## config.mk

```make
export PLATFORM = sky130hd
export DESIGN_NAME = mem_issue_scheduler
export DESIGN_NICKNAME = d
export VERILOG_FILES = /design/src/rtl/mem_issue_scheduler.sv
export SDC_FILE = /design/constraint.sdc
export NUM_CORES = 1
export LEC_CHECK = 0
export ABC_AREA = 1
export CAP_MARGIN = 20
export CORE_ASPECT_RATIO = 0.5
export CORE_UTILIZATION = 49
export CTS_CLUSTER_DIAMETER = 30
export DETAILED_ROUTE_END_ITERATION = 10
export PLACE_DENSITY = 0.78
export SYNTH_ARGS = -nofsm -noshare
export SYNTH_HDL_FRONTEND = slang
export SYNTH_SLANG_ARGS = --single-unit
```

## constraint.sdc

```tcl
create_clock -name clk -period 4.4 [get_ports clk]
set_input_delay 0.44 -clock clk [delete_from_list [all_inputs] [get_ports clk]]
set_output_delay 0.44 -clock clk [all_outputs]
set_load 0.03 [all_outputs]
```

## src/rtl/mem_issue_scheduler.sv

```systemverilog
// Age-ordered memory-op issue queue feeding the single D-cache request port.
// Optional MEM_SCHED_PERF_CNT_EN adds saturating issue/stall performance counters.
`ifndef NUM_REG
`define NUM_REG 32
`endif

`ifndef NAND_CPU_PKG_DEFINED
`define NAND_CPU_PKG_DEFINED
package nand_cpu_pkg;
   typedef enum logic [2:0] {
      MEM_LB, MEM_LBU, MEM_LH, MEM_LHU, MEM_LW, MEM_SB, MEM_SH, MEM_SW
   } MemOp;
endpackage
`endif

module mem_issue_scheduler #(
   parameter int unsigned DEPTH = 4,
   localparam int unsigned RW = $clog2(`NUM_REG)
) (
   input  logic                clk,
   input  logic                n_rst,
   input  logic                alloc_valid,
   output logic                alloc_ready,
   input  logic                alloc_is_store,
   input  logic                alloc_use_ra,
   input  logic [RW-1:0]       alloc_ra_addr,
   input  logic                alloc_ra_rdy,
   input  logic                alloc_use_rt,
   input  logic [RW-1:0]       alloc_rt_addr,
   input  logic                alloc_rt_rdy,
   input  logic                alloc_use_rw,
   input  logic [RW-1:0]       alloc_rw_addr,
   input  nand_cpu_pkg::MemOp  alloc_mem_op,
   input  logic                wb_valid,
   input  logic [RW-1:0]       wb_addr,
   input  logic                flush,
   output logic                dc_req_valid,
   input  logic                dc_req_ready,
   output nand_cpu_pkg::MemOp  dc_req_op,
   output logic [RW-1:0]       dc_req_ra_addr,
   output logic [RW-1:0]       dc_req_rt_addr,
   output logic [RW-1:0]       dc_req_rw_addr,
   output logic                dc_req_use_rw,
   input  logic                dc_resp_valid,
   output logic                done_valid,
   output logic [RW-1:0]       done_rw_addr,
   output logic                done_use_rw,
   output logic                empty
`ifdef MEM_SCHED_PERF_CNT_EN
   ,
   output logic [31:0]         perf_issue_cnt,
   output logic [31:0]         perf_stall_cnt
`endif
);

   localparam int unsigned PW = $clog2(DEPTH);

   typedef enum logic [1:0] {IDLE, REQ, WAIT, DRAIN} state_t;
   state_t state, state_next;

   logic [DEPTH-1:0]   valid, is_store, ra_rdy, rt_rdy, use_rw;
   logic [RW-1:0]      ra_addr [DEPTH];
   logic [RW-1:0]      rt_addr [DEPTH];
   logic [RW-1:0]      rw_addr [DEPTH];
   nand_cpu_pkg::MemOp op      [DEPTH];

   logic [PW-1:0] head, tail;
   logic [PW:0]   count;

   logic          alloc_fire, reclaim, sel_found, select_fire, done_fire;
   logic [PW-1:0] sel_idx, slot;
   logic          older_valid, older_store;

   assign alloc_ready = (count != (PW+1)'(DEPTH));
   assign alloc_fire  = alloc_valid && alloc_ready && !flush;
   assign reclaim     = !valid[head] && (count != '0);
   assign empty       = (valid == '0) && (state == IDLE);

   // Walk from head toward tail; the first ready entry not blocked by an older op wins.
   always_comb begin
      sel_found   = 1'b0;
      sel_idx     = '0;
      slot        = '0;
      older_valid = 1'b0;
      older_store = 1'b0;
      for (int unsigned i = 0; i < DEPTH; i++) begin
         slot = head + PW'(i);
         if (valid[slot]) begin
            if (!sel_found && ra_rdy[slot] && rt_rdy[slot] &&
                (is_store[slot] ? !older_valid : !older_store)) begin
               sel_found = 1'b1;
               sel_idx   = slot;
            end
            older_valid = 1'b1;
            older_store = older_store | is_store[slot];
         end
      end
   end

   always_ff @(posedge clk or negedge n_rst) begin
      if (!n_rst) state <= IDLE;
      else        state <= state_next;
   end

   // A flush racing the response in WAIT has nothing left to drain.
   always_comb begin
      state_next   = state;
      select_fire  = 1'b0;
      done_fire    = 1'b0;
      dc_req_valid = 1'b0;
      case (state)
         IDLE: begin
            if (sel_found && !flush) begin
               select_fire = 1'b1;
               state_next  = REQ;
            end
         end
         REQ: begin
            dc_req_valid = 1'b1;
            if (flush)             state_next = dc_req_ready ? DRAIN : IDLE;
            else if (dc_req_ready) state_next = WAIT;
         end
         WAIT: begin
            if (flush) begin
               state_next = dc_resp_valid ? IDLE : DRAIN;
            end else if (dc_resp_valid) begin
               done_fire  = 1'b1;
               state_next = IDLE;
            end
         end
         DRAIN: begin
            if (dc_resp_valid) state_next = IDLE;
         end
         default: state_next = IDLE;
      endcase
   end

   always_ff @(posedge clk or negedge n_rst) begin
      if (!n_rst) begin
         head  <= '0;
         tail  <= '0;
         count <= '0;
      end else if (flush) begin
         head  <= '0;
         tail  <= '0;
         count <= '0;
      end else begin
         if (reclaim)    head <= head + PW'(1);
         if (alloc_fire) tail <= tail + PW'(1);
         count <= count + (PW+1)'(alloc_fire) - (PW+1)'(reclaim);
      end
   end

   always_ff @(posedge clk or negedge n_rst) begin
      if (!n_rst) begin
         valid    <= '0;
         is_store <= '0;
         ra_rdy   <= '0;
         rt_rdy   <= '0;
         use_rw   <= '0;
         for (int unsigned k = 0; k < DEPTH; k++) begin
            ra_addr[k] <= '0;
            rt_addr[k] <= '0;
            rw_addr[k] <= '0;
            op[k]      <= nand_cpu_pkg::MEM_LB;
         end
      end else begin
         for (int unsigned k = 0; k < DEPTH; k++) begin
            if (wb_valid && valid[k] && (wb_addr == ra_addr[k])) ra_rdy[k] <= 1'b1;
            if (wb_valid && valid[k] && (wb_addr == rt_addr[k])) rt_rdy[k] <= 1'b1;
         end
         if (flush) begin
            valid <= '0;
         end else begin
            if (select_fire) valid[sel_idx] <= 1'b0;
            if (alloc_fire) begin
               valid[tail]    <= 1'b1;
               is_store[tail] <= alloc_is_store;
               ra_addr[tail]  <= alloc_ra_addr;
               rt_addr[tail]  <= alloc_rt_addr;
               rw_addr[tail]  <= alloc_rw_addr;
               use_rw[tail]   <= alloc_use_rw;
               op[tail]       <= alloc_mem_op;
               ra_rdy[tail]   <= !alloc_use_ra || alloc_ra_rdy ||
                                 (wb_valid && (wb_addr == alloc_ra_addr));
               rt_rdy[tail]   <= !alloc_use_rt || alloc_rt_rdy ||
                                 (wb_valid && (wb_addr == alloc_rt_addr));
            end
         end
      end
   end

   always_ff @(posedge clk or negedge n_rst) begin
      if (!n_rst) begin
         dc_req_op      <= nand_cpu_pkg::MEM_LB;
         dc_req_ra_addr <= '0;
         dc_req_rt_addr <= '0;
         dc_req_rw_addr <= '0;
         dc_req_use_rw  <= 1'b0;
      end else if (select_fire) begin
         dc_req_op      <= op[sel_idx];
         dc_req_ra_addr <= ra_addr[sel_idx];
         dc_req_rt_addr <= rt_addr[sel_idx];
         dc_req_rw_addr <= rw_addr[sel_idx];
         dc_req_use_rw  <= use_rw[sel_idx];
      end
   end

   always_ff @(posedge clk or negedge n_rst) begin
      if (!n_rst) begin
         done_valid   <= 1'b0;
         done_rw_addr <= '0;
         done_use_rw  <= 1'b0;
      end else begin
         done_valid <= done_fire;
         if (done_fire) begin
            done_rw_addr <= dc_req_rw_addr;
            done_use_rw  <= dc_req_use_rw;
         end
      end
   end

`ifdef MEM_SCHED_PERF_CNT_EN
   always_ff @(posedge clk or negedge n_rst) begin
      if (!n_rst) begin
         perf_issue_cnt <= '0;
         perf_stall_cnt <= '0;
      end else begin
         if ((state == REQ) && dc_req_ready && (perf_issue_cnt != '1))
            perf_issue_cnt <= perf_issue_cnt + 32'd1;
         if ((state == IDLE) && (count != '0) && !sel_found && (perf_stall_cnt != '1))
            perf_stall_cnt <= perf_stall_cnt + 32'd1;
      end
   end
`endif

endmodule

```

Yosys cells after proc, flatten, opt, wreduce, memory -nomap -nowiden
Index checks and enable logic that the tools add are counted.

Input port bits: 36. Bits in writable memories: 0. Word-level logic and storage cells: 252. Output and inout bits: 29. Memory bits (read-only): 0. Bits in latches: 0. Register bits: 127. Memories: 0.

Equality and inequality tests: 16. Div/mod/pow operators: 0. Reduce and logical (&&, ||, !) cells: 56. Shifts and indexed selects: 0. Magnitude comparators: 11. Add/sub/neg operators: 6. Multipliers: 0. Bitwise gates (word level): 8. Multiplexer cells: 122.

Operators with widths (count): $bwmux 20 (3); $eq 5x5->1 (10); $mux 1 (50); $mux 2 (19); $mux 5 (7); $bmux 1 s2 (17); $logic_and 1x1->1 (32); $mux 4 (8); $bmux 5 s2 (3); $lt 2x3->1 const B (6); $bwmux 4 (4); $logic_not 1->1 (13); $bwmux 12 (1); $mux 3 (4); $demux 5 s2 (1); $pmux 2 s4 (1); $bmux 3 s2 (1); $demux 3 s2 (1); $ge 3x3->1 const B (2); $ne 3x3->1 const B (2); $not 2->3 (2); $add 2x1->2 const B (2); $add 2x2->2 const B (2); $and 4x4->4 (1); other kinds (18) (27).

Longest topological paths before layout
Gate-level depths: netlist of run 1.

Word-level depth: 34. Depth in mapped cells: 20. Gate-level depth less buffers: 18.

Worst setup path after synthesis of run 1
OpenSTA, ideal clock, no wires.

Path type: reg2reg. Start: reg count[1]. End: reg count[2]. Cell stages (with the launch flop): 12. Path buffers: 0. Clock period less this slack: 2.277 ns. Data required time: 4.275 ns. Slack: 2.123 ns. Arrival time: 2.152 ns. Setup time: 0.125 ns. Path through: dfrtp_1 nor2_1 nand2_1 nand2_1 nor2_1 inv_1 ha_1 inv_1 ha_1 fa_1 o21ai_0 a21oi_1.

Longest elaborated chain between the ends: 6. Elaborated cells between the ends (all ways): 8. Classes of those cells: add/sub (2); eq/ne (1); mux (1); reduce/logical (4).

Ends and longest elaborated chain: from (decl) (line 68) `logic [PW:0] count;`; from (signal assigned) (line 150) `count <= count + (PW+1)'(alloc_fire) - (PW+1)'(reclaim);`; $ne 3x3->1 (line 74) `assign alloc_ready = (count != (PW+1)'(DEPTH));`; via alloc_ready (line 23) `output logic alloc_ready,`; $logic_and 1x1->1 (2 in series) (line 75) `assign alloc_fire = alloc_valid && alloc_ready && !flush;`; $add 3x1->3 (line 150); $sub 3x1->3 (line 150); $mux 3 (line 143) `end else if (flush) begin`.

The timed path passes the listed nets, and every way through them passes these cells. A chain may end at the register's enable or synchronous reset.

Final worst setup path of run 1
Start: reg head[0]. End: reg dc_req_rw_addr[0].

Longest elaborated chain between the ends: 27. Elaborated cells between the ends (all ways): 88. Classes of those cells: add/sub (3); mux (62); bitwise (3); reduce/logical (20).

Ends and longest elaborated chain: from (decl) (line 67) `logic [PW-1:0] head, tail;`; from (signal assigned) (line 148) `if (reclaim) head <= head + PW'(1);`; $bmux 1 s2 (line 89) `if (!sel_found && ra_rdy[slot] && rt_rdy[slot] &&`; $mux 1 (not written as such) (line 89); $logic_and 1x1->1 (line 89); $mux 1 (line 89); $mux 1 (line 88) `if (valid[slot]) begin`; $logic_not 1->1 (line 89); $logic_and 1x1->1 (3 in series) (line 89); $mux 1 (line 89); [6 not listed]; $mux 1 (line 88); $logic_not 1->1 (line 89); $logic_and 1x1->1 (3 in series) (line 89); $mux 2 (line 89); $mux 2 (line 88); $not 2->3 (not written as such) (line 204) `dc_req_rw_addr <= rw_addr[sel_idx];`; $bmux 5 s2 (line 204); $mux 5 (not written as such) (2 in series) (line 204); to (signal assigned) (line 204); to (decl) (line 42) `output logic [RW-1:0] dc_req_rw_addr,`.

Several ways; a longest one is shown, not always the timed one. The select of a mux whose other input is x is not followed.

==> results of run 1 <==
==> how the worst max path moves through the flow <==
stage,endpoint,slack (ns),cells after the start
floorplan,count[2]$_DFF_PN0_,2.12,11
global placement,valid[2]$_DFF_PN0_,1.25,15
detailed placement,valid[2]$_DFF_PN0_,1.14,15
CTS,dc_req_rw_addr[0]$_DFFE_PN0N_,1.08,16
global route,dc_req_rw_addr[0]$_DFFE_PN0N_,0.56,16
finish,dc_req_rw_addr[0]$_DFFE_PN0N_,1.06,16
==> cell families after synthesis <==
logic type | Yosys count | synth area share, %
simple gates | 487 | 28.7
buf+inv | 193 | 11.4
compound gates | 159 | 12.8
flops | 127 | 44.9
fa+ha+maj | 7 | 1.34
xor+xnor | 6 | 0.743
==> where the power goes <==
part	internal, W	switching (W)
Combinational	0.00101	0.00180
Clock	0.000885	0.000545
Sequential	0.00166	0.000407
==> final cells by class <==
| type | instances | area [µm²] |
|---|---|---|
| well taps | 192 | 240 |
| clock buffers | 21 | 470 |
| repair buffers | 71 | 703 |
| clock inverters | 11 | 129 |
| fillers | 1261 | 5460 |
| inverters | 144 | 541 |
| flip-flops and latches | 127 | 3180 |
| multi-input cells | 659 | 3100 |
==> layer usage <==
metal | global-route usage, % | vias up | share of wire [%]
li1 | - | 3208 | -
met1 | 37.4 | 3212 | 44
met2 | 43.5 | 314 | 44
met3 | 6.04 | 61 | 9.1
met4 | 11.0 | 0 | 2.7
met5 | 0 | - | 0
==> state kept, by name (all words and copies together), names as in the netlist, 5 cells and up <==
register and count:
op 12, ra_addr 20, dc_req_rw_addr 5, rw_addr 20, dc_req_ra_addr 5, rt_addr 20
done_rw_addr 5, dc_req_rt_addr 5
==> per-stage QoR <==
step	power, W	instance area, µm²
after floorplan	0.00408	7070
after global placement	0.00476	7760
after detailed placement	0.00483	7760
after CTS	0.00629	8360
after global routing	0.00678	8360
final	0.00631	8360
==> worst max-delay path, cell delays in order (launching register included) <==
cell and delay, ns:
sky130_fd_sc_hd__dfrtp_1 0.75, sky130_fd_sc_hd__inv_2 0.32, sky130_fd_sc_hd__nand2_1 0.14, sky130_fd_sc_hd__nand2_1 0.14, sky130_fd_sc_hd__nand2_1 0.10, sky130_fd_sc_hd__nand2_1 0.07, sky130_fd_sc_hd__nand2_1 0.11, sky130_fd_sc_hd__a21oi_1 0.07
sky130_fd_sc_hd__nor2_1 0.15, sky130_fd_sc_hd__nand3_1 0.13, sky130_fd_sc_hd__nand2_1 0.09, sky130_fd_sc_hd__nor2_1 0.05, sky130_fd_sc_hd__nor2_2 0.68, sky130_fd_sc_hd__nand3_1 0.20, sky130_fd_sc_hd__nand2_1 0.13, sky130_fd_sc_hd__nand2_1 0.07
sky130_fd_sc_hd__nand2_1 0.06
==> cells in the mapped netlist <==
master,instances
sky130_fd_sc_hd__a221oi_1,12
sky130_fd_sc_hd__nand3_2,2
sky130_fd_sc_hd__o21ai_0,93
sky130_fd_sc_hd__o31ai_1,1
sky130_fd_sc_hd__nor2_1,17
sky130_fd_sc_hd__nor2_4,2
sky130_fd_sc_hd__a31o_2,2
sky130_fd_sc_hd__nand4_1,1
sky130_fd_sc_hd__or2_2,1
sky130_fd_sc_hd__dfrtp_1,127
sky130_fd_sc_hd__nand2_2,5
sky130_fd_sc_hd__xor2_1,3
sky130_fd_sc_hd__o21bai_2,1
sky130_fd_sc_hd__ha_1,6
sky130_fd_sc_hd__a211oi_1,5
sky130_fd_sc_hd__inv_1,137
sky130_fd_sc_hd__nand2_1,336
sky130_fd_sc_hd__nand3_1,117
sky130_fd_sc_hd__nor3_1,3
sky130_fd_sc_hd__o21ai_1,1
sky130_fd_sc_hd__nor2_2,2
sky130_fd_sc_hd__nand3b_1,1
sky130_fd_sc_hd__fa_1,1
sky130_fd_sc_hd__o22ai_1,28
sky130_fd_sc_hd__inv_2,4
sky130_fd_sc_hd__clkbuf_1,24
sky130_fd_sc_hd__buf_6,6
sky130_fd_sc_hd__buf_4,6
sky130_fd_sc_hd__a21oi_1,15
sky130_fd_sc_hd__xnor2_1,3
sky130_fd_sc_hd__clkinv_1,3
sky130_fd_sc_hd__o41ai_1,1
sky130_fd_sc_hd__buf_2,13
==> metrics.cfg, run 1 <==
[logic_synthesis]
sequential_element_share_of_the_synthesized_area_pct = 44.9
mapped_cells = 979
yosysUniqueCellTypes = 33
synth_area_um2 = 7070
synth_top_area_share_pct = 44.9
synthTopCellsByArea = sky130_fd_sc_hd__dfrtp_1, sky130_fd_sc_hd__nand2_1, sky130_fd_sc_hd__nand3_1
synth.net_count = 1022
synthesis.yosys.warnings = 0
ys_ff_latch = 127
synth_largest_area_cell = sky130_fd_sc_hd__dfrtp_1
synthesis.area_per_instance_um2 = 7.23

[clock_network]
clk_path_buf_depth = 2
ctsRootBufferMaster = sky130_fd_sc_hd__clkbuf_16
count_of_clock_tree_sinks = 127
tritoncts = built
clock_insertion_delay_worst_skew_ns = 0.42
post_cts.resized_instances = 0
hold_bufs_inserted_after_cts = 0
post_cts_buffers = 0
cts-buffers-inserted = 17
cts.htree.levels = 4
clock_pin_transition_on_the_worst_setup_and_hold_timing_paths_ns = 0.06

[critical_path]
critical_path.reg2reg.endpoint = dc_req_rw_addr[0]$_DFFE_PN0N_
start_kind = flip-flop
setup.worst_path.end_class = flip-flop
worstReg2RegStart = head[0]$_DFFE_PN0P_
timing.critical_path.from = head[0]$_DFFE_PN0P_
required_ns = 4.75
critical_path_peak_fanout = 21
cp.arrival_ns = 3.70
reg2reg_setup_slack_ns = 1.06
reg2reg_depth = 16
worst-setup-path-type = reg2reg

[route]
via_per_inst = 5.55
drtAntennaViolNets = 0
drc = 0
drt-wirelength-per-cell_um = 15.7
drt_first_pass_iters = 6
drtIter0Drc = 649
num_vias = 6795
wl_um = 19200

[timing]
fmaxAchievable_mhz = 299
fin_worst_skew_ns = 0.0109
finalHoldWorstSlack_ns = 0.0985
tightest_slew_ns = 0.940
finalWorstPathRequiredPeriod_ns = 3.34
final_worst_path_period_share_pct = 76.0
timing_hold_violations_final = 0
rsz0062_at_grt = false
post-route-worst-setup-slack_ns = 1.06
slew_viol_final = 0
setup_viol = 0
setup-tns-final_ns = 0
worst_slew_margin_rel_pct = 37.1

[finish]
layout.cells.most_common = sky130_fd_sc_hd__nand2_1
synth_to_final_area_change_pct = 18.1
fin_cells = 1225
ant_diodes = 0
nets = 1063
post_route_cells_drive_above_1_share_pct = 5.91
postLayoutCoreUtil_pct = 60.5
most-common-layout-cells = sky130_fd_sc_hd__nand2_1, sky130_fd_sc_hd__inv_1, sky130_fd_sc_hd__dfrtp_1, sky130_fd_sc_hd__nand3_1, sky130_fd_sc_hd__o21ai_0

[place]
port-buffer-count = 64
placedCellCount = 1193
post_dp_hpwl_um = 13100
gp_congestion = 0.957
dpl_worst_slack_ns = 1.14

[job]
max_cap_viol_count = 0

[grt]
grt_max_degree = 67
grt.overflow.total = 0
vias_in_the_first_global_route = 6469
grt_pass1_wl_um = 31800
grt_antenna_before_repair = 0
grt.total_usage_pct = 27.6

[floorplanning]
num_io_pins = 65
die_h_um = 87.0
chipWidth_um = 172
fp.dieArea_um2 = 15000
initial_util_pct = 51.2
floorplan.core_area_um2 = 13800
placementRows = 30

[worst_hold_path]
hp-class = in2async

[run_status]
result_of_the_run = complete, no violations

[pwr]
power-per-cell-area_nw_per_um2 = 755
power.static_leakage_nw = 4.26
ir_worst_vdd_uv = 350

Note: power is estimated with default switching activity, not from simulation.
==> inputs of run 2 (changes only) <==
- clock period: 4.4 -> 3.5 ns (I/O delays scaled with it)
==> metrics.cfg, run 2 (synthesis results as in run 1) <==
[critical_path]
critical_path_peak_fanout = 21
crit_chain = inv_2 > nand2_1 > nand2_1 > nand2_1 > nand2_1 > nand2_1 > nand3_1 > nand2_1 > nand2_1 > nor2_1 > nand2_1 > nand2_1 > nand3_1 > nand2_1 > nand2_1 > nand2_1
start_kind = flip-flop
required_ns = 3.86
path_common_cell = sky130_fd_sc_hd__nand2_1
reg2reg_depth = 16
cp.arrival_ns = 3.29
worst-setup-path-type = reg2reg
timing.critical_path.slowest_cell_delay_ns = 0.62
worst-path-stages = 16
path_delay_family = simple AND/OR/NAND/NOR gates
setup.worst_path.end_class = flip-flop
critPathSlowestCell = sky130_fd_sc_hd__nand2_1
path_buf_inv = 1

[floorplanning]
fp.dieArea_um2 = 15000
placementRows = 30
num_io_pins = 65
chipWidth_um = 172
initial_util_pct = 51.2
die_h_um = 87.0
floorplan.core_area_um2 = 13800

[route]
num_vias = 6757
drtIter0Drc = 663
via_per_inst = 5.48
drt-wirelength-per-cell_um = 15.7
drt_first_pass_iters = 5
drtAntennaViolNets = 0
drc = 0
wl_um = 19300

[worst_hold_path]
whs_path_depth = 2
hp-class = reg2reg

[grt]
grt.total_usage_pct = 27.8
vias_in_the_first_global_route = 6393
grt.overflow.total = 0
grt_antenna_before_repair = 0
grt_max_degree = 54
grt_pass1_wl_um = 31800

[place]
port-buffer-count = 64
placed_cell_area_um2 = 7810
gp_congestion = 0.973
post_dp_hpwl_um = 13000

[timing]
setup-tns-final_ns = 0
timing_hold_violations_final = 0
finalWorstPathRequiredPeriod_ns = 2.93
slew_viol_final = 0
fmaxAchievable_mhz = 341
worst_slew_margin_rel_pct = 41.0
final_worst_path_period_share_pct = 83.8
tightest_slew_ns = 0.878
fin_worst_skew_ns = 0.0119
setup_viol = 0
rsz0062_at_grt = false

[clock_network]
tritoncts = built
clk_path_buf_depth = 2
clock_pin_transition_on_the_worst_setup_and_hold_timing_paths_ns = 0.07
ctsRootBufferMaster = sky130_fd_sc_hd__clkbuf_16
cts-buffers-inserted = 17
cts.htree.levels = 4
clock_insertion_delay_worst_skew_ns = 0.42
count_of_clock_tree_sinks = 127
post_cts.resized_instances = 0

[finish]
post_route_cells_drive_above_1_share_pct = 6.25
layout.cells.most_common = sky130_fd_sc_hd__nand2_1
most-common-layout-cells = sky130_fd_sc_hd__nand2_1, sky130_fd_sc_hd__inv_1, sky130_fd_sc_hd__dfrtp_1, sky130_fd_sc_hd__nand3_1, sky130_fd_sc_hd__o21ai_0
largestRegisters = ra_addr (20), rt_addr (20), rw_addr (20)
nets = 1070
ant_diodes = 0
post-route-cell-area_um2 = 8410
postLayoutCoreUtil_pct = 60.9
synth_to_final_area_change_pct = 18.9

[pwr]
ir_worst_vdd_uv = 443
design_power_total_w = 0.00794
power.static_leakage_nw = 4.29
power-per-cell-area_nw_per_um2 = 944

[job]
max_cap_viol_count = 0

[run_status]
result_of_the_run = complete, no violations

==> run 2: changes by cell type in the layout (fill, tap and decap cells not counted), moves of 3 or more <==
cell and change:
sky130_fd_sc_hd__buf_4 +5, sky130_fd_sc_hd__clkbuf_8 -3, sky130_fd_sc_hd__inv_8 +4, sky130_fd_sc_hd__nand2_1 +3, sky130_fd_sc_hd__nand2_2 -3
==> run 2: through the flow <==
step,worst slack (ns),std cells,hold WS (ns)
6_report,0.568,1232,0.474
5_1_grt,0.262,1232,0.503
4_1_cts,0.635,1232,0.480
3_5_place_dp,0.683,1199,0.446
3_3_place_gp,0.813,1199,0.439
2_1_floorplan,1.22,979,0.0544
==> run 2: tightest hold or removal path: stages, from the launching register on <==
cell and delay, ns:
sky130_fd_sc_hd__dfrtp_1 0.35, sky130_fd_sc_hd__nand2_1 0.05, sky130_fd_sc_hd__nand2_1 0.04
==> run 2: what timing repair did <==
| action | 4_1_cts | 5_1_grt |
|---|---|---|
| hold buffers | 1 | 0 |
| endpoints found under the hold margin | 8 | 0 |
| buffers inserted | 0 | 0 |
==> run 2: cell type report <==
| type | count | area [µm²] |
|---|---|---|
| Clock buffer | 17 | 425 |
| Fill cell | 1265 | 5400 |
| Clock inverter | 15 | 166 |
| Sequential cell | 127 | 3180 |
| Timing Repair Buffer | 78 | 771 |
| Tap cell | 192 | 240 |
| Multi-Input combinational cell | 659 | 3090 |
| Inverter | 144 | 541 |
==> run 2: layer usage <==
| layer | up-vias | share of wire [%] | global-route usage [%] | routed length [µm] |
|---|---|---|---|---|
| li1 | 3231 | - | - | - |
| met1 | 3212 | 46 | 38.1 | 8860 |
| met2 | 283 | 45 | 44.5 | 8700 |
| met3 | 31 | 7.3 | 5.32 | 1410 |
| met4 | 0 | 1.8 | 9.33 | 344 |
| met5 | - | 0 | 0 | 0 |
==> run 2: report_power, final <==
part | internal [W] | switching [W]
sequential | 0.00209 | 0.000500
combinational | 0.00129 | 0.00228
clock | 0.00102 | 0.000773
==> run 2: worst paths after layout <==
kind,end,slack [ns],startpoint
worst max-delay path,dc_req_rw_addr[4]$_DFFE_PN0N_,0.57,head[1]$_DFFE_PN0P_
worst min-delay path,done_rw_addr[0]$_DFFE_PN0P_,0.47,done_rw_addr[0]$_DFFE_PN0P_
worst min register to register,done_rw_addr[0]$_DFFE_PN0P_,0.47,done_rw_addr[0]$_DFFE_PN0P_
min in group asynchronous,rt_addr[19]$_DFFE_PN0P_,0.51,n_rst
max in group asynchronous,use_rw[0]$_DFFE_PN0P_,2.17,n_rst
worst max register to register,dc_req_rw_addr[4]$_DFFE_PN0N_,0.57,head[1]$_DFFE_PN0P_
